--- src/rtl/dic_pkg.sv ---
// ============================================================================
// Module      : dic_pkg
// Description : Shared constants for the clock-display TX scheduler.
// Revision    : 1.0 - initial release
// ============================================================================
`default_nettype none

package dic_pkg;

    localparam logic [1:0] ST_IDLE  = 2'd0;
    localparam logic [1:0] ST_ECHO  = 2'd1;
    localparam logic [1:0] ST_FRAME = 2'd2;

    localparam logic [7:0] ASCII_ZERO = 8'h30;
    localparam logic [7:0] ASCII_A    = 8'h41;

    // Index of the EOL byte for frames without / with the alarm section
    localparam logic [3:0] FR_EOL_SHORT = 4'd5;
    localparam logic [3:0] FR_EOL_LONG  = 4'd12;

endpackage

`default_nettype wire

--- src/rtl/dic_digit2ascii.sv ---
// ============================================================================
// Module      : dic_digit2ascii
// Description : Maps one BCD display digit plus its enable to an ASCII byte.
// Revision    : 1.0 - initial release
// ============================================================================
`default_nettype none

module dic_digit2ascii
    import dic_pkg::*;
#(
    parameter logic [7:0] BLANK_CHAR = 8'h20,
    parameter logic [7:0] BAD_CHAR   = 8'h3F
) (
    input  logic [3:0] digit,
    input  logic       dsp,
    output logic [7:0] ascii
);

    always_comb begin
        if (!dsp) begin
            ascii = BLANK_CHAR;
        end else if (digit > 4'd9) begin
            ascii = BAD_CHAR;
        end else begin
            ascii = ASCII_ZERO + {4'h0, digit};
        end
    end

endmodule

`default_nettype wire

--- src/rtl/dic_disp_tx_sched.sv ---
// ============================================================================
// Module      : dic_disp_tx_sched
// Description : Shares the UART TX between 1 Hz clock-display frames and
//               keystroke echo bytes.
// Revision    : 1.0 - initial release
// ============================================================================
`default_nettype none

module dic_disp_tx_sched
    import dic_pkg::*;
#(
    parameter logic [7:0] SEP_CHAR   = 8'h3A,
    parameter logic [7:0] BLANK_CHAR = 8'h20,
    parameter logic [7:0] EOL_CHAR   = 8'h0D,
    parameter logic [7:0] BAD_CHAR   = 8'h3F
) (
    input  logic        clk,
    input  logic        rst,
    input  logic        tick_1s,
    input  logic [15:0] dic_digits,
    input  logic [3:0]  dic_dsp,
    input  logic [15:0] alm_digits,
    input  logic [3:0]  alm_dsp,
    input  logic        alarm_en,
    input  logic        echo_req,
    input  logic [7:0]  echo_data,
    input  logic        tx_rdy,
    output logic        tx_valid,
    output logic [7:0]  tx_data,
    output logic        echo_ack,
    output logic        busy,
    output logic        frame_done,
    output logic        overrun
);

    logic [1:0]  r_state;
    logic [3:0]  r_idx;
    logic [15:0] r_dic_dig;
    logic [15:0] r_alm_dig;
    logic [3:0]  r_dic_dsp;
    logic [3:0]  r_alm_dsp;
    logic        r_alm_en;
    logic        r_tick_pend;
    logic        r_overrun;
    logic        r_ack_d;
    logic [7:0]  r_echo_byte;

    logic        w_start_frame;
    logic        w_eol;
    logic [3:0]  w_sel_digit;
    logic        w_sel_dsp;
    logic [7:0]  w_digit_ascii;
    logic [7:0]  w_frame_byte;

    assign w_start_frame = (r_state == ST_IDLE) && (r_tick_pend || tick_1s);
    assign w_eol         = (r_idx == (r_alm_en ? FR_EOL_LONG : FR_EOL_SHORT));

    // Digit positions of the frame: 0,1,3,4 clock digits; 7,8,10,11 alarm digits
    always_comb begin
        w_sel_digit = 4'h0;
        w_sel_dsp   = 1'b0;
        case (r_idx)
            4'd0:  begin w_sel_digit = r_dic_dig[15:12]; w_sel_dsp = r_dic_dsp[3]; end
            4'd1:  begin w_sel_digit = r_dic_dig[11:8];  w_sel_dsp = r_dic_dsp[2]; end
            4'd3:  begin w_sel_digit = r_dic_dig[7:4];   w_sel_dsp = r_dic_dsp[1]; end
            4'd4:  begin w_sel_digit = r_dic_dig[3:0];   w_sel_dsp = r_dic_dsp[0]; end
            4'd7:  begin w_sel_digit = r_alm_dig[15:12]; w_sel_dsp = r_alm_dsp[3]; end
            4'd8:  begin w_sel_digit = r_alm_dig[11:8];  w_sel_dsp = r_alm_dsp[2]; end
            4'd10: begin w_sel_digit = r_alm_dig[7:4];   w_sel_dsp = r_alm_dsp[1]; end
            4'd11: begin w_sel_digit = r_alm_dig[3:0];   w_sel_dsp = r_alm_dsp[0]; end
            default: ;
        endcase
    end

    dic_digit2ascii #(
        .BLANK_CHAR (BLANK_CHAR),
        .BAD_CHAR   (BAD_CHAR)
    ) u_digit2ascii (
        .digit (w_sel_digit),
        .dsp   (w_sel_dsp),
        .ascii (w_digit_ascii)
    );

    always_comb begin
        w_frame_byte = EOL_CHAR;
        case (r_idx)
            4'd0, 4'd1, 4'd3, 4'd4,
            4'd7, 4'd8, 4'd10, 4'd11: w_frame_byte = w_digit_ascii;
            4'd2, 4'd9:               w_frame_byte = SEP_CHAR;
            4'd5:                     w_frame_byte = r_alm_en ? BLANK_CHAR : EOL_CHAR;
            4'd6:                     w_frame_byte = ASCII_A;
            default:                  w_frame_byte = EOL_CHAR;
        endcase
    end

    // Outputs decode directly from registered state so reset clears them at once
    always_comb begin
        tx_data = 8'h00;
        case (r_state)
            ST_ECHO:  tx_data = r_echo_byte;
            ST_FRAME: tx_data = w_frame_byte;
            default:  tx_data = 8'h00;
        endcase
    end

    assign tx_valid   = (r_state != ST_IDLE);
    assign busy       = (r_state != ST_IDLE);
    assign echo_ack   = (r_state == ST_ECHO) && tx_rdy;
    assign frame_done = (r_state == ST_FRAME) && tx_rdy && w_eol;
    assign overrun    = r_overrun;

    always_ff @(posedge clk or negedge rst) begin
        if (!rst) begin
            r_state     <= ST_IDLE;
            r_idx       <= 4'd0;
            r_dic_dig   <= 16'h0000;
            r_alm_dig   <= 16'h0000;
            r_dic_dsp   <= 4'h0;
            r_alm_dsp   <= 4'h0;
            r_alm_en    <= 1'b0;
            r_tick_pend <= 1'b0;
            r_overrun   <= 1'b0;
            r_ack_d     <= 1'b0;
            r_echo_byte <= 8'h00;
        end else begin
            r_ack_d <= echo_ack;

            if (tick_1s && r_tick_pend) begin
                r_overrun <= 1'b1;
            end

            // A starting frame consumes one request; a coincident second one stays pending
            if (w_start_frame) begin
                r_tick_pend <= tick_1s && r_tick_pend;
            end else if (tick_1s) begin
                r_tick_pend <= 1'b1;
            end

            case (r_state)
                ST_IDLE: begin
                    if (w_start_frame) begin
                        r_dic_dig <= dic_digits;
                        r_dic_dsp <= dic_dsp;
                        r_alm_dig <= alm_digits;
                        r_alm_dsp <= alm_dsp;
                        r_alm_en  <= alarm_en;
                        r_idx     <= 4'd0;
                        r_state   <= ST_FRAME;
                    end else if (echo_req && !r_ack_d) begin
                        // The requester may still hold echo_req the cycle after its ack
                        r_echo_byte <= echo_data;
                        r_state     <= ST_ECHO;
                    end
                end
                ST_ECHO: begin
                    if (tx_rdy) begin
                        r_state <= ST_IDLE;
                    end
                end
                ST_FRAME: begin
                    if (tx_rdy) begin
                        if (w_eol) begin
                            r_idx   <= 4'd0;
                            r_state <= ST_IDLE;
                        end else begin
                            r_idx <= r_idx + 4'd1;
                        end
                    end
                end
                default: r_state <= ST_IDLE;
            endcase
        end
    end

endmodule

`default_nettype wire

--- config.mk ---
export PLATFORM = sky130hd
export DESIGN_NAME = dic_disp_tx_sched
export DESIGN_NICKNAME = d
export VERILOG_FILES = /design/src/rtl/dic_pkg.sv /design/src/rtl/dic_digit2ascii.sv /design/src/rtl/dic_disp_tx_sched.sv
export SDC_FILE = /design/constraint.sdc
export NUM_CORES = 1
export LEC_CHECK = 0
export ABC_CLOCK_PERIOD_IN_PS = 1700
export CORE_MARGIN = 8
export CORE_UTILIZATION = 30
export DETAILED_ROUTE_END_ITERATION = 10
export DONT_BUFFER_PORTS = 1
export SLEW_MARGIN = 25
export SYNTH_ARGS = -nofsm -noshare
export SYNTH_HDL_FRONTEND = slang
export SYNTH_SLANG_ARGS = --single-unit
--- constraint.sdc ---
create_clock -name clk -period 1.7 [get_ports clk]
set_input_delay 0.085 -clock clk [delete_from_list [all_inputs] [get_ports clk]]
set_output_delay 0.085 -clock clk [all_outputs]
set_load 0.01 [all_outputs]
== After elaboration in Yosys (flattened, before gate mapping) ==
Cells that the tools add are included.

* Mux-type cells: 20
* Multiply operators: 0
* Bitwise operators: 1
* Magnitude comparators: 1
* Shifts and indexed selects: 0
* Equal/unequal tests: 19
* Add/subtract/negate cells: 2
* Divide/modulo/power cells: 0
* Reduce and logical (&&, ||, !) cells: 19

{| class="wikitable"
|+ Operator list
! operator !! count
|-
| one-hot mux 4 bit (8 select lines) || 1
|-
| one-hot mux 8 bit (4 select lines) || 1
|-
| equality test 4 x 3 -> 1 bit (second input constant) || 4
|-
| equality test 4 bit (second input constant) || 4
|-
| two-way mux 4 bit || 4
|-
| two-way mux 8 bit || 2
|-
| one-hot mux 8 bit (2 select lines) || 1
|-
| two-way mux 2 bit || 5
|-
| equality test 4 x 2 -> 1 bit (second input constant) || 2
|-
| != test 2 bit (second input constant) || 4
|-
| one-hot mux 1 bit (8 select lines) || 1
|-
| one-hot mux 4 bit (2 select lines) || 1
|-
| OR reduction 8 bit || 1
|-
| adder 6 x 4 -> 7 bit (first input constant) || 1
|-
| logical AND 1 bit || 6
|-
| two-way mux 6 bit || 1
|-
| one-hot mux 2 bit (3 select lines) || 1
|-
| AND reduction 3 bit || 2
|-
| nonzero test 2 bit || 3
|-
| adder 4 x 1 -> 4 bit (second input constant) || 1
|-
| equality test 4 x 1 -> 1 bit (second input constant) || 1
|-
| equality test 4 bit || 1
|-
| > comparator 4 bit (second input constant) || 1
|-
| zero test 4 bit || 1
|-
| 11 further kinds || 12
|}

* Bits in registers: 58
* Memories: 0
* Input bits: 54
* Bits in writable memories: 0
* Latch bits: 0
* Bits in read-only memories: 0

== Longest topological paths before layout ==
Gate-level depths: netlist of the first run.

* Depth in word-level cells: 7
* Depth in mapped cells: 8
* Gate-level depth less buffers: 7

== Modules after synthesis ==
A second synthesis of the first run with hierarchy kept.

* Cells, all modules: 270
* Area total of the unflattened synthesis: 3100.5 µm²

{| class="wikitable"
|+ By module, submodules not included
! module !! area an instance (µm²) !! times used !! sequential area each (µm²) !! cells each
|-
| dic_disp_tx_sched || 3020.4 || 1 || 1451.4 || 256
|-
| dic_digit2ascii || 80.1 || 1 || 0.0 || 14
|}

== Worst setup path after synthesis of the first run ==
OpenSTA, ideal clock, no wires.

* Path kind: register to output
* From: register r_idx[0]
* To: output port tx_data[3]
* Arrival time: 1734 ps
* Setup slack: -119 ps
* Stages on the path, launching flop included: 9
* Buffers on the path: 1
* Data required time: 1615 ps
* Path through: dfrtp_1 inv_1 ha_1 buf_4 a22oi_1 a211oi_2 a221o_1 or3b_1 o211ai_2

* Cells in the longest elaborated chain, start to end: 7
* Elaborated cells on any way between the ends: 22

{| class="wikitable"
|+ RTL lines
! item !! RTL line !! source
|-
| from (decl) || dic_disp_tx_sched.sv:37 || <nowiki>logic [3:0] r_idx;</nowiki>
|-
| from (signal assigned) || dic_disp_tx_sched.sv:166 || <nowiki>r_idx <= r_idx + 4'd1;</nowiki>
|-
| equality test 4 bit (tied with other cells) || dic_disp_tx_sched.sv:62, dic_disp_tx_sched.sv:86 ||
|-
| one-hot mux 4 bit (8 select lines) || dic_disp_tx_sched.sv:62 || <nowiki>case (r_idx)</nowiki>
|-
| adder 6 x 4 -> 7 bit or > comparator 4 bit (tied branches) || dic_digit2ascii.sv:25, dic_digit2ascii.sv:22 ||
|-
| two-way mux 8 bit || dic_digit2ascii.sv:22 || <nowiki>end else if (digit > 4'd9) begin</nowiki>
|-
| two-way mux 8 bit || dic_digit2ascii.sv:20 || <nowiki>if (!dsp) begin</nowiki>
|-
| one-hot mux 8 bit (4 select lines) * || dic_disp_tx_sched.sv:86 || <nowiki>case (r_idx)</nowiki>
|-
| one-hot mux 8 bit (2 select lines) * || dic_disp_tx_sched.sv:99 || <nowiki>case (r_state)</nowiki>
|-
| to (decl) || dic_disp_tx_sched.sv:29 || <nowiki>output logic [7:0] tx_data,</nowiki>
|}

Mark *: on every way between the ends. The rest lies on a longest branch, timed or not.

== Worst setup path in the final report of the first run ==
* From: register r_idx[1]
* To: output port tx_data[2]

Same word-level chain as after synthesis.

==> results of run 1 <==
==> stage by stage <==
stage	power, mW	utilization	setup TNS [ps]	worst slack [ps]	hold slack, ps
floorplan	4.51	-	-101	-60.1	-211
global placement	5.37	0.338	-1170	-244	-207
detailed placement	5.43	0.338	-1570	-265	-208
CTS	7.06	0.428	-3060	-599	103
global route	7.65	0.438	-3780	-684	147
finish	7.19	0.438	-3080	-591	120
==> worst max-delay path by stage <==
stage                  start  cells past startpoint          to  slack, ps
CTS                 r_idx[0]                      7  tx_data[2]       -600
global route        r_idx[1]                      8  tx_data[2]       -680
global placement    r_idx[0]                      7  tx_data[3]       -240
detailed placement  r_idx[0]                      7  tx_data[3]       -270
finish              r_idx[1]                      7  tx_data[2]       -590
floorplan           r_idx[0]                      8  tx_data[3]        -60
==> routing by layer <==
layer,share of wire,up-vias,track usage
met2,0.50,50,0.203
met1,0.44,1151,0.147
met4,0.0067,0,0.0219
li1,-,1140,-
met3,0.052,6,0.0465
met5,0,-,0
==> sequential cells by signal, indices dropped and copies added (netlist names), 2 cells and up <==
register     flops
r_state          2
r_idx            4
r_dic_dsp        4
r_alm_dig       16
r_dic_dig       16
r_alm_dsp        4
r_echo_byte      8
==> layout make-up <==
class	instances	area, um2
repair buffers	98	947
well taps	136	170
clock buffers	14	173
fillers	932	5700
inverters	9	43.8
clock inverters	2	10.0
multi-input cells	175	1640
flip-flops and latches	58	1460
==> tightest hold or removal path, cell delays in order <==
cell and delay [ps]:
o21ai_4 60, buf_12 160, o21ai_1 120
==> power by group <==
part / switching [mW] / leakage [nW] / total [mW] / internal [mW]
clock: 0.542 / 0.0965 / 1.19 / 0.645
combinational: 1.53 / 1.02 / 3.46 / 1.93
sequential: 0.484 / 0.684 / 2.53 / 2.05
==> cell usage in the layout (no fill, tap or decap), types with 7 or more instances in the layout <==
cell type / count
nand3_1: 10
dfrtp_1: 55
mux2_2: 41
nand2_1: 13
buf_6: 7
mux2_1: 9
buf_4: 34
dlygate4sd3_1: 52
clkbuf_8: 12
==> cells by family after synthesis <==
logic type / share of synthesized area
simple gates: 0.109
buf+inv: 0.0559
mux: 0.200
flops: 0.470
fa+ha+maj: 0.0284
compound gates: 0.136
==> timing repair <==
item                                    CTS  global route
endpoints found under the setup margin   16            20
pin swaps                                15            15
gates resized for setup                  31            15
buffers inserted                          8             4
hold buffers                             53             0
cloned                                    1             0
hold endpoints to repair                112             0
==> results.yml, run 1 <==
outcome:
  status: "finished, violations left"
  failed_checks: "negative setup slack"
die:
  die_height_um: 117
  pin_count: 67
  die_area_um2: 13800
  std_cell_rows: 37
  die-width_um: 117
  core_area_um2: 10100
  initial_cell_density_of_the_core: 0.304
route:
  first_iteration_detailed_routing_drc_count: 108
  antenna_violating_nets_post_route: 0
  drc_errors: 0
  route.final.wire_length_um: 8210
  route.detailed.vias_per_inst: 4.77
  route.vias.total: 2347
  firstDrtPassIters: 4
  routedWlPerCell_um: 16.7
setup_path:
  worstPathMaxFanout: 6
  worst-setup-path-type: "flop to output port"
  critical_path.top_delay_family: "compound AO/OA/AOI/OAI gates"
  end_kind: "output port"
  cp_data_required_time_ps: 1620
  path_buf_inv: 2
  critical_path.reg2reg.endpoint: "r_idx[3]"
  start_kind: "flop"
  r2r-start: "r_idx[0]"
  worstPathArrival_ps: 2210
  critical_path.cell_chain: "buf_4 -> ha_4 -> a22oi_2 -> a211oi_2 -> a221o_1 -> buf_6 -> a32o_2"
  timing.reg2reg.worst_path_depth: 6
  worst-r2r-setup-slack_ps: 80
  critPathMaxStageDelay_ps: 460
  crit_path_top_delay_cell: "dfrtp_2"
sta:
  fmax_mhz: 437
  timing.final.ws_setup_ps: -591
  min_period_over_period: 1.35
  finalClockSkew_ps: 6.43
  timing.final.hold_violations: 0
  worst_slew_pin_slew_ps: 391
  period_needed_ps: 2290
  timing.slew.headroom: 0.739
  finalSetupViolCount: 8
  rsz0062_at_grt: "yes"
  final-max-slew-violation-count: 0
global_routing:
  first_global_vias: 2561
  grt_pass1_wl_um: 13600
  grt_antenna_before_repair: 0
  globalRouteOverflowTotal: 0
  grt_start_max_net_pins: 59
  globalRouteTotalUtil: 0.122
placement:
  post_dp_cell_area_um2: 3430
  place.detailed.hpwl_um: 5840
  gp_congestion: 0.784
  place_inst: 411
  portBuffers: 0
clock_tree:
  clock_tree.htree_level_count: 3
  clock_sink_count: 58
  tritoncts.num_buffers: 9
  cts_tree: "yes"
  clock_latency_ps: 340
  cts.root.buffer_cell: "clkbuf_8"
  clk_slew_on_worst_s_h_paths_ps: 70
  cts_buffer_depth: 2
yosys:
  most_frequent_cells_after_synthesis: "dfrtp_1 (58), mux2_2 (41), nand2_1 (15)"
  synthDominantAreaCellType: "dfrtp_1"
  synth_area_per_cell_um2: 11.9
  ys_seq_elements: 58
  syn-cell-area_um2: 3090
  ys_seq_area_frac: 0.470
  number_of_enable_flip_flop_cells_after_synthesis: 0
  synth_top_cells_by_area: "dfrtp_1 (47%), mux2_2 (15%), mux2_1 (3.3%)"
  main_synth_ff_type: "dfrtp_1"
  synth_cells: 260
  post-synth-top-count-cell: "dfrtp_1"
  area_share_of_the_largest_cell_type_after_synthesis: 0.470
  yosys.cell_types.count: 52
  postSynth.asyncResetShare: 1.00
  synthesis.nets: 321
  yosysWarnings: 0
power:
  p_per_area_nw_per_um2: 1620
  total_leakage_power_nw: 1.80
  vdd.ir_drop.worst_mv: 0.994
min_path:
  hold_depth: 3
  hold_path.startpoint: "tick_1s"
  holdCritPathClass: "primary input to flop"
  min_to: "r_state[1]"
layout:
  non_filler_instances: 492
  share_of_final_layout_standard_cells_stronger_than_drive_strength_1: 0.410
  finished_cell_area_um2: 4440
  finalNetCount: 412
  diodes: 0
  syn_to_final_growth_pct: 43.8
job:
  number_of_maximum_capacitance_constraint_violations: 0
(Power assumes the default switching activity.)
==> run 2: changes to the inputs <==
CORE_ASPECT_RATIO = 1.1   (was not set)
SETUP_SLACK_MARGIN = 0.15   (was not set)
==> run 2 against run 1 <==
The flow still finishes with violations (negative setup slack). Design area rose by 12%. Via count up 4.2%. Non-clock buffer count is 4 higher.
==> results.yml, run 2 (synthesized netlist as in run 1, its figures left out) <==
clock_tree:
  clock_tree.htree_level_count: 3
  cts_tree: "yes"
  clock_latency_ps: 330
  tritoncts.num_buffers: 9
  cts.root.buffer_cell: "clkbuf_16"
  clock_sink_count: 58
  clk_slew_on_worst_s_h_paths_ps: 50
  cts_buffer_depth: 2
route:
  drc_errors: 0
  route.vias.total: 2446
  route.detailed.vias_per_inst: 5.06
  antenna_violating_nets_post_route: 0
  routedWlPerCell_um: 19.3
  route.final.wire_length_um: 9340
  first_iteration_detailed_routing_drc_count: 98
  firstDrtPassIters: 4
power:
  power.switching_fraction: 0.337
  fin_total_pwr_mw: 9.26
  power_frac_comb: 0.505
  total_leakage_power_nw: 2.13
  cell_internal_power_mw: 6.14
  pwr-share-seq: 0.280
  vdd.ir_drop.worst_mv: 0.833
  p_per_area_nw_per_um2: 1860
  power.net_switching_mw: 3.12
  clkPwrFrac: 0.215
layout:
  layout_commonest_cell: "dfrtp_1"
  final_core_util: 0.487
  non_filler_instances: 483
  fill_cells: 875
  finalNetCount: 416
  syn_to_final_growth_pct: 61.0
  diodes: 0
  share_of_final_layout_standard_cells_stronger_than_drive_strength_1: 0.478
  layout.cells.most_common_list: "dfrtp_1 (54), dlygate4sd3_1 (52), mux2_4 (44), buf_4 (27), buf_6 (16)"
  biggestRegsByFlops: "r_alm_dig: 16 flops, r_dic_dig: 16 flops, r_echo_byte: 8 flops"
setup_path:
  cp.depth: 7
  cp_data_required_time_ps: 1620
  path_buf_inv: 2
  timing.reg2reg.worst_path_depth: 6
  start_kind: "flop"
  end_kind: "output port"
  worst-setup-path-type: "flop to output port"
  critical_path.cell_chain: "buf_6 -> ha_4 -> a22oi_2 -> a211oi_2 -> a221o_1 -> buf_6 -> a32o_2"
  critical_path.top_delay_family: "compound AO/OA/AOI/OAI gates"
  worstPathArrival_ps: 2150
  crit_path_top_delay_cell: "dfrtp_2"
  critPathMaxStageDelay_ps: 460
  crit_top_cell: "buf_6"
  worstPathMaxFanout: 6
global_routing:
  first_global_vias: 2661
  globalRouteTotalUtil: 0.134
  grt_pass1_wl_um: 14500
  grt_antenna_before_repair: 0
  gr_layer_usage_met2: 0.231
  grt_use_met3: 0.0399
  grt_busiest_layer: "met2"
  globalRouteMet1Util: 0.154
  globalRouteOverflowTotal: 0
  grt_start_max_net_pins: 59
die:
  die_height_um: 122
  pin_count: 67
  die_area_um2: 13800
  std_cell_rows: 39
  die-width_um: 113
  core_area_um2: 10200
  initial_cell_density_of_the_core: 0.303
outcome:
  status: "finished, violations left"
  failed_checks: "negative setup slack"
sta:
  min_period_over_period: 1.32
  finalClockSkew_ps: 5.95
  period_needed_ps: 2240
  worst_slew_pin_slew_ps: 454
  fmax_mhz: 447
  rsz0062_at_grt: "yes"
  timing.final.hold_violations: 0
  final-max-slew-violation-count: 0
  timing.slew.headroom: 0.695
  timing.final.ws_setup_ps: -536
  finalSetupViolCount: 13
  hold_worst_slack_ps: 99.5
placement:
  portBuffers: 0
  gp_congestion: 0.820
  place.detailed.hpwl_um: 6030
  placement.setup.worst_slack_ps: -187
  place_inst: 391
min_path:
  hold_depth: 3
  holdCritPathClass: "primary input to flop"
job:
  number_of_maximum_capacitance_constraint_violations: 0
## run 2: final timing paths
kind	start	to	slack, ps
setup / recovery	r_idx[1]	tx_data[2]	-540
max in group asynchronous	rst	r_dic_dig[0]	1130
min in group asynchronous	rst	overrun	250
setup reg to reg	r_idx[2]	r_idx[3]	-90
hold reg to reg	r_echo_byte[6]	r_echo_byte[6]	490
hold / removal	tick_1s	r_echo_byte[4]	100
## run 2: per-stage QoR
stage | setup TNS, ps | area (um2)
after floorplan | -61.2 | 3130
after global placement | -792 | 3350
after detailed placement | -1150 | 3350
after CTS | -2860 | 4680
after global routing | -3850 | 4970
final | -3080 | 4970
## run 2: final cells by class
| type | count | area [um2] | share of cell area |
|---|---|---|---|
| clock buffers | 12 | 256 | 0.0516 |
| clock inverters | 4 | 73.8 | 0.0149 |
| inverters | 9 | 38.8 | 0.00780 |
| multi-input cells | 175 | 1930 | 0.389 |
| flip-flops and latches | 58 | 1460 | 0.293 |
| well taps | 123 | 154 | 0.0310 |
| repair buffers | 102 | 1060 | 0.213 |
## run 2: tightest hold or removal path: stages
cell	delay (ps)
nor3_4	30
nand2_4	130
mux2_1	150
## run 2: per-layer routing
layer  share of wire  wire length, um
met5               0                0
met2            0.51             4740
met4           0.019              182
met1            0.42             3970
met3           0.049              457
## run 2: repair_timing
item / in CTS / in global routing
buffers inserted: 9 / 10
pin swaps: 18 / 21
resized for setup: 76 / 48
cloned: 3 / 1
endpoints found under the hold margin: 111 / 0
endpoints found under the setup margin: 63 / 62
hold buffers: 53 / 0
## run 2: power by group through the flow
stage	logic (mW)	clock network (mW)	registers, mW
CTS	4.07	2.03	2.53
detailed placement	2.88	0	2.51
global placement	2.80	0	2.49
floorplan	2.23	0	2.33
global route	4.98	2.08	2.66
finish	4.68	1.99	2.59
